==> config.mk <==
export PLATFORM = sky130hd
export DESIGN_NAME = in_port_ctrl
export DESIGN_NICKNAME = d
export VERILOG_FILES = /design/src/rtl/in_port_ctrl.sv
export SDC_FILE = /design/constraint.sdc
export NUM_CORES = 1
export LEC_CHECK = 0
export CORE_ASPECT_RATIO = 1.5
export CORE_MARGIN = 2
export CORE_UTILIZATION = 25
export DETAILED_ROUTE_END_ITERATION = 7
export PLACE_DENSITY_LB_ADDON = 0.3
export SLEW_MARGIN = 25
export SYNTH_ARGS = -nofsm -noshare
export SYNTH_HDL_FRONTEND = slang
export SYNTH_SLANG_ARGS = --single-unit
==> constraint.sdc <==
create_clock -name clk -period 3.34 [get_ports clk]
set_input_delay 0.334 -clock clk [delete_from_list [all_inputs] [get_ports clk]]
set_output_delay 0.334 -clock clk [all_outputs]
set_load 0.02 [all_outputs]
==> src/rtl/in_port_ctrl.sv <==
// Switch input port: debounces the load button, captures the switches on each accepted
// press and holds the word for the core until it is consumed.
module in_port_ctrl #(
   parameter int SW_WIDTH        = 10,
   parameter int DEBOUNCE_CYCLES = 500000,
   parameter int SIGN_EXTEND     = 0
) (
   input  logic                clk,
   input  logic                reset,
   input  logic [SW_WIDTH-1:0] sw,
   input  logic                btn,
   input  logic                in_read,
   output logic [31:0]         in_data,
   output logic                in_valid,
   output logic                overrun,
   output logic                btn_state
);

   localparam int CNT_W = $clog2(DEBOUNCE_CYCLES + 1);
   localparam logic [CNT_W-1:0] CNT_MAX = CNT_W'(DEBOUNCE_CYCLES);
   localparam logic [CNT_W-1:0] CNT_ONE = CNT_W'(1);

   typedef enum logic [1:0] {
      IDLE       = 2'd0,
      DB_PRESS   = 2'd1,
      PRESSED    = 2'd2,
      DB_RELEASE = 2'd3
   } state_t;

   state_t              state, state_nxt;
   logic [CNT_W-1:0]    cnt, cnt_nxt;
   logic                capture;
   logic                btn_state_nxt;
   logic                btn_meta, sync_btn;
   logic [SW_WIDTH-1:0] sw_meta, sync_sw;
   logic [31:0]         ext_sw;

   always_ff @(posedge clk or negedge reset) begin
      if (!reset) begin
         btn_meta <= 1'b0;
         sync_btn <= 1'b0;
         sw_meta  <= '0;
         sync_sw  <= '0;
      end else begin
         btn_meta <= btn;
         sync_btn <= btn_meta;
         sw_meta  <= sw;
         sync_sw  <= sw_meta;
      end
   end

   generate
      if (SW_WIDTH == 32) begin : g_full
         assign ext_sw = sync_sw;
      end else if (SIGN_EXTEND != 0) begin : g_sext
         assign ext_sw = {{(32-SW_WIDTH){sync_sw[SW_WIDTH-1]}}, sync_sw};
      end else begin : g_zext
         assign ext_sw = {{(32-SW_WIDTH){1'b0}}, sync_sw};
      end
   endgenerate

   // The counter holds the number of consecutive samples at the new level; a level
   // is accepted on the cycle the counter already equals DEBOUNCE_CYCLES.
   always_comb begin
      state_nxt = state;
      cnt_nxt   = cnt;
      capture   = 1'b0;
      case (state)
         IDLE: begin
            if (sync_btn) begin
               state_nxt = DB_PRESS;
               cnt_nxt   = CNT_ONE;
            end
         end
         DB_PRESS: begin
            if (!sync_btn) begin
               state_nxt = IDLE;
               cnt_nxt   = '0;
            end else if (cnt == CNT_MAX) begin
               state_nxt = PRESSED;
               cnt_nxt   = '0;
               capture   = 1'b1;
            end else begin
               cnt_nxt = cnt + CNT_ONE;
            end
         end
         PRESSED: begin
            if (!sync_btn) begin
               state_nxt = DB_RELEASE;
               cnt_nxt   = CNT_ONE;
            end
         end
         DB_RELEASE: begin
            if (sync_btn) begin
               state_nxt = PRESSED;
               cnt_nxt   = '0;
            end else if (cnt == CNT_MAX) begin
               state_nxt = IDLE;
               cnt_nxt   = '0;
            end else begin
               cnt_nxt = cnt + CNT_ONE;
            end
         end
         default: begin
            state_nxt = IDLE;
            cnt_nxt   = '0;
         end
      endcase
      btn_state_nxt = (state_nxt == PRESSED) || (state_nxt == DB_RELEASE);
   end

   always_ff @(posedge clk or negedge reset) begin
      if (!reset) begin
         state     <= IDLE;
         cnt       <= '0;
         btn_state <= 1'b0;
      end else begin
         state     <= state_nxt;
         cnt       <= cnt_nxt;
         btn_state <= btn_state_nxt;
      end
   end

   // Handshake: in_valid=1 means in_data holds an unconsumed word; the core pulses
   // in_read for one cycle to consume it. A capture in the same cycle as in_read loads
   // the new word and keeps in_valid high; a capture while the word is still pending
   // keeps the old word and sets the sticky overrun flag.
   always_ff @(posedge clk or negedge reset) begin
      if (!reset) begin
         in_data  <= '0;
         in_valid <= 1'b0;
         overrun  <= 1'b0;
      end else if (capture) begin
         if (!in_valid || in_read) begin
            in_data  <= ext_sw;
            in_valid <= 1'b1;
         end else begin
            overrun <= 1'b1;
         end
      end else if (in_read) begin
         in_valid <= 1'b0;
      end
   end

endmodule

### Word level (Yosys, flattened, before mapping)

Cells that the tools add are included.

| word-level totals | value |
|---|---|
| bits in registers | 56 |
| logic and storage cells | 49 |

| operators by class | value |
|---|---|
| add/sub/neg operators | 1 |
| eq/ne operators | 9 |
| muxes and demuxes | 19 |
| bitwise logic cells | 1 |
| reductions and logical operators | 9 |

Operators by type and width:

| cell | number |
|---|---|
| 19-bit two-way mux | 5 |
| 19-bit one-hot mux with 4 select lines | 1 |
| 19-bit by 1-bit adder with 19-bit output (second input constant) | 1 |
| 19-bit == test (second input constant) | 1 |
| 2-bit two-way mux | 6 |
| 2-bit == test (second input constant) | 4 |
| 2-bit one-hot mux with 4 select lines | 1 |
| 2-bit AND reduction | 4 |
| 1-bit two-way mux | 6 |
| 2-bit inequality test (second input constant) | 2 |
| 2-bit by 1-bit == test with 1-bit output (second input constant) | 1 |
| 2-bit logical NOT | 1 |
| 1-bit logical OR | 2 |
| 2-bit by 1-bit inequality test with 1-bit output (second input constant) | 1 |
| 2-bit nonzero test | 1 |
| 1-bit logical NOT | 1 |
| 1-bit NOT | 1 |

### Logic depth before layout (Yosys ltp)

| logic depth | value |
|---|---|
| depth in word-level cells | 6 |
| mapped depth | 8 |

### Least setup slack after synthesis

No wires, ideal clock.

| timing | value |
|---|---|
| path kind | register to register |
| from | register cnt[0] |
| to | register in_data[0] |
| library setup time | 0.125 ns |
| data arrival time | 2.029 ns |
| slack | 1.186 ns |
| stages on the path, launching flop included | 9 |
| period minus slack after synthesis | 2.154 ns |
| cells stage by stage | dfrtp_1 > inv_1 > ha_1 > or4bb_1 > nor4_4 > and2_2 > nand4b_1 > buf_6 > mux2_4 |

| on the way | value |
|---|---|
| cells in the longest elaborated chain, start to end | 5 |

Ends and longest elaborated chain:

| element | RTL line | RTL |
|---|---|---|
| from (decl) | 31 | `logic [CNT_W-1:0] cnt, cnt_nxt;` |
| from (signal assigned) | 119 | `cnt <= cnt_nxt;` |
| 19-bit == test | 79 | `end else if (cnt == CNT_MAX) begin` |
| 1-bit two-way mux | 79 |  |
| 1-bit two-way mux | 76 | `if (!sync_btn) begin` |
| 1-bit two-way mux | 68 | `case (state)` |
| 2-bit AND reduction (no line) | n/a |  |
| to (signal assigned) | 135 | `in_data <= ext_sw;` |
| to (decl) | 13 | `output logic [31:0] in_data,` |

Every way passes these cells.
A chain may end at the register's enable or synchronous reset.

### Worst setup path in the final report

| timing | value |
|---|---|
| from | register cnt[0] |
| to | register in_data[1] |

Same word-level chain as after synthesis.

==> run metrics <==
crit path cell chain inv_1, ha_1, or4bb_1, nor4_4, and2_2, nand4b_1, buf_4, mux2_4; P_leak about 1.3 nW; DIE HEIGHT around 130 um; Critical Path Source cnt[0]; pin count of the biggest net entering global routing 30; Pwr per Cell Area between 400 and 500 nW/um^2; CTS tree built; Final HPWL DP around 3.2 mm; Hold WC Path Type input port to async pin; EDFF count, synth 0; Hold Vio Cnt, Final 0; Register Area between 1000 and 1500 um^2; Pins Over Slew Limit 0; post-synth top area cell dfrtp_1; WP data arrival about 2500 ps; Stages on worst setup path 8; initial core utilization about a quarter; vias per cell between 4 and 5; Critical Path Source Type register; number of global-route vias before repair around 1.6k; #FFs+latches synth 56; core area 9630 um^2; post-synth cell types 43; CTS Hold Buffers Added 0; final setup fails 0; DR DRC count 0; Critical R2R Launch cnt[0]; area grow syn2layout 19.0%; RSZ-0062 raised after global routing false; Max Root-Sink Buffers 2; Rel. slew slack between 50% and 60%; Final min period 2330 ps; share of layout cells above drive strength 1 12.8%; Final Cycle Share 69.6%; crit path kind register to register; largest cells by area after synthesis dfrtp_1, buf_4, mux2_4; utilization after layout between 30 and 40%; ANT cells 0; Reg2Reg Depth 8; Critical-path top delay cell or4bb_1; Worst-path clk slew roughly 70 ps; final wirelength between 4 and 5 mm; routed len/inst about 13 um; Post-synth ARST share 100%; met3 wire length 226 um; CP Capture Point in_data[1]; Iter 0 DRT Violations 54; R2R Setup Slk 1010 ps; FP Rows 44; via count approximately 1.6k; Peak Freq around 430 MHz; routability congestion estimate from global placement ~0.75; Fillers between 900 and 1k; Peak VDD IR about 350 uV; PortBufs 26; io pins 49; sequential share of the synthesized area 56.9%; status finished, final reports clean; clock buffer count from CTS 5; WL met2 approximately 2.4 mm; latest clock arrival within the worst-skew pair around 290 ps; worst-path fanout max 10; die width 85.1 um; Setup Buffers After CTS 0; CTS H-Tree Depth 2; top layer in use met4; clock skew ~4.5 ps; setup_tns 0 ps; Die Area 10700 um^2; YS warnings 0; Total Power 1.31 mW; CP max stage delay 530 ps; Worst setup EP type register; Max-cap violations 0; post_cts resized 0; Gate Count Post-Synth approximately 210; Mean Syn Cell Area 11.8 um^2; r2r endpoint in_data[1]; initial antenna violation count 0; Finished Layout Cells between 300 and 400; M1 WL between 1.5 and 2 mm; NumNets Final between 200 and 300; root buffer cell clkbuf_16; total track usage 9.10%; TritonRoute pass-1 iters 4; area share of the largest cell type after synthesis a little under three fifths; Multi-input gate area about 900 um^2; CTS Sinks 56; Post-Place Cells roughly 350; most used flip-flop cell after synthesis dfrtp_1; post-route ant nets 0; Slew @ Worst Pin between 600 and 700 ps; dominant delay contributor by cell family on the critical path simple AND/OR/NAND/NOR gates; critical path required time between 3000 and 4000 ps; synthesized cell area roughly 2500 um^2; global route total overflow 0; CP Buf/Inv Count 2; first-pass GRT wire length 7.76 mm
[registers in the layout, summed over array words and instances, names as in the netlist]
| register | cells |
|---|---|
| cnt | 19 |
| overrun | 1 |
| sync_btn | 1 |
| sw_meta | 10 |
| sync_sw | 10 |
| in_valid | 1 |
| btn_meta | 1 |
| btn_state | 1 |
| state | 2 |
| in_data | 10 |
[report_power, final]
| part | internal, mW | switching, mW |
|---|---|---|
| registers | 0.696 | 0.0104 |
| logic | 0.0267 | 0.0569 |
| clock network | 0.296 | 0.228 |
| total | 1.02 | 0.295 |
[cells in the mapped netlist, types with 2 or more instances]
cell,count
dfrtp_1,56
buf_4,22
nand3_1,19
a21oi_1,15
nand2_1,11
mux2_4,10
o21ai_0,9
inv_1,6
nand4_1,6
or3_1,5
and3_1,3
mux2i_1,3
nand2b_1,3
nor2_1,3
a22o_1,2
and4_1,2
buf_6,2
clkbuf_1,2
ha_1,2
mux2_2,2
o211ai_1,2
xor2_1,2
[routing by layer]
metal  vias to the layer above  global-route usage (%)
li1                        758                       -
met1                       766                    10.6
met2                        54                    15.3
met3                         9                    2.31
met4                         0                    4.48
met5                         -                       0
[cells by family after synthesis]
group                      after synthesis  synth area share [%]
and+or+nand+nor                         66                  16.1
other                                    1                 0.152
xor gates and xnor gates                 2                 0.711
DFF                                     56                  56.9
muxes                                   15                  8.23
AOI/OAI and AO/OA                       34                  8.08
adders and majority gates                2                  1.02
buffers and inverters                   32                  8.84
[worst min path at each step]
stage | startpoint | end | slack (ps)
final | reset | in_valid | 50
after global routing | reset | cnt[7] | 100
after CTS | reset | in_data[9] | 70
after detailed placement | sw_meta[1] | sync_sw[1] | 340
after global placement | sw_meta[7] | sync_sw[7] | 340
after floorplan | reset | btn_meta | 40
[cell usage in the layout (no fill, tap or decap), types with 3 or more instances in the layout]
| master | count |
|---|---|
| dfrtp_1 | 56 |
| clkdlybuf4s50_1 | 25 |
| conb_1 | 22 |
| nand3_1 | 19 |
| a21oi_1 | 15 |
| nand2_1 | 11 |
| mux2_4 | 10 |
| o21ai_0 | 9 |
| inv_1 | 6 |
| nand4_1 | 6 |
| or3_1 | 5 |
| clkbuf_16 | 5 |
| buf_4 | 5 |
| nand2b_1 | 3 |
| nor2_1 | 3 |
| and3_1 | 3 |
| mux2i_1 | 3 |
[worst reg2reg max path, stage by stage (launching register included)]
cell and delay [ps]:
dfrtp_1 430, inv_1 80, ha_1 130, or4bb_1 530
nor4_4 190, and2_2 230, nand4b_1 100, buf_4 210
mux2_4 310
[layout make-up]
cell class,count,share of cell area [%]
sequential,56,47.8
multi-input combinational,141,31.5
timing repair buffer,31,9.98
tap,115,4.91
clock buffer,6,4.74
inverter,6,0.768
clock inverter,2,0.341
[stage by stage]
stage               setup WS (ps)  cell area [um^2]  hold slack (ps)
detailed placement           1010              2780              340
global route                  891              2930              103
floorplan                    1190              2540             38.4
global placement             1070              2780              335
CTS                          1010              2930             71.0
finish                       1010              2930             45.8
No activity file was read; power rests on OpenSTA's default activity.
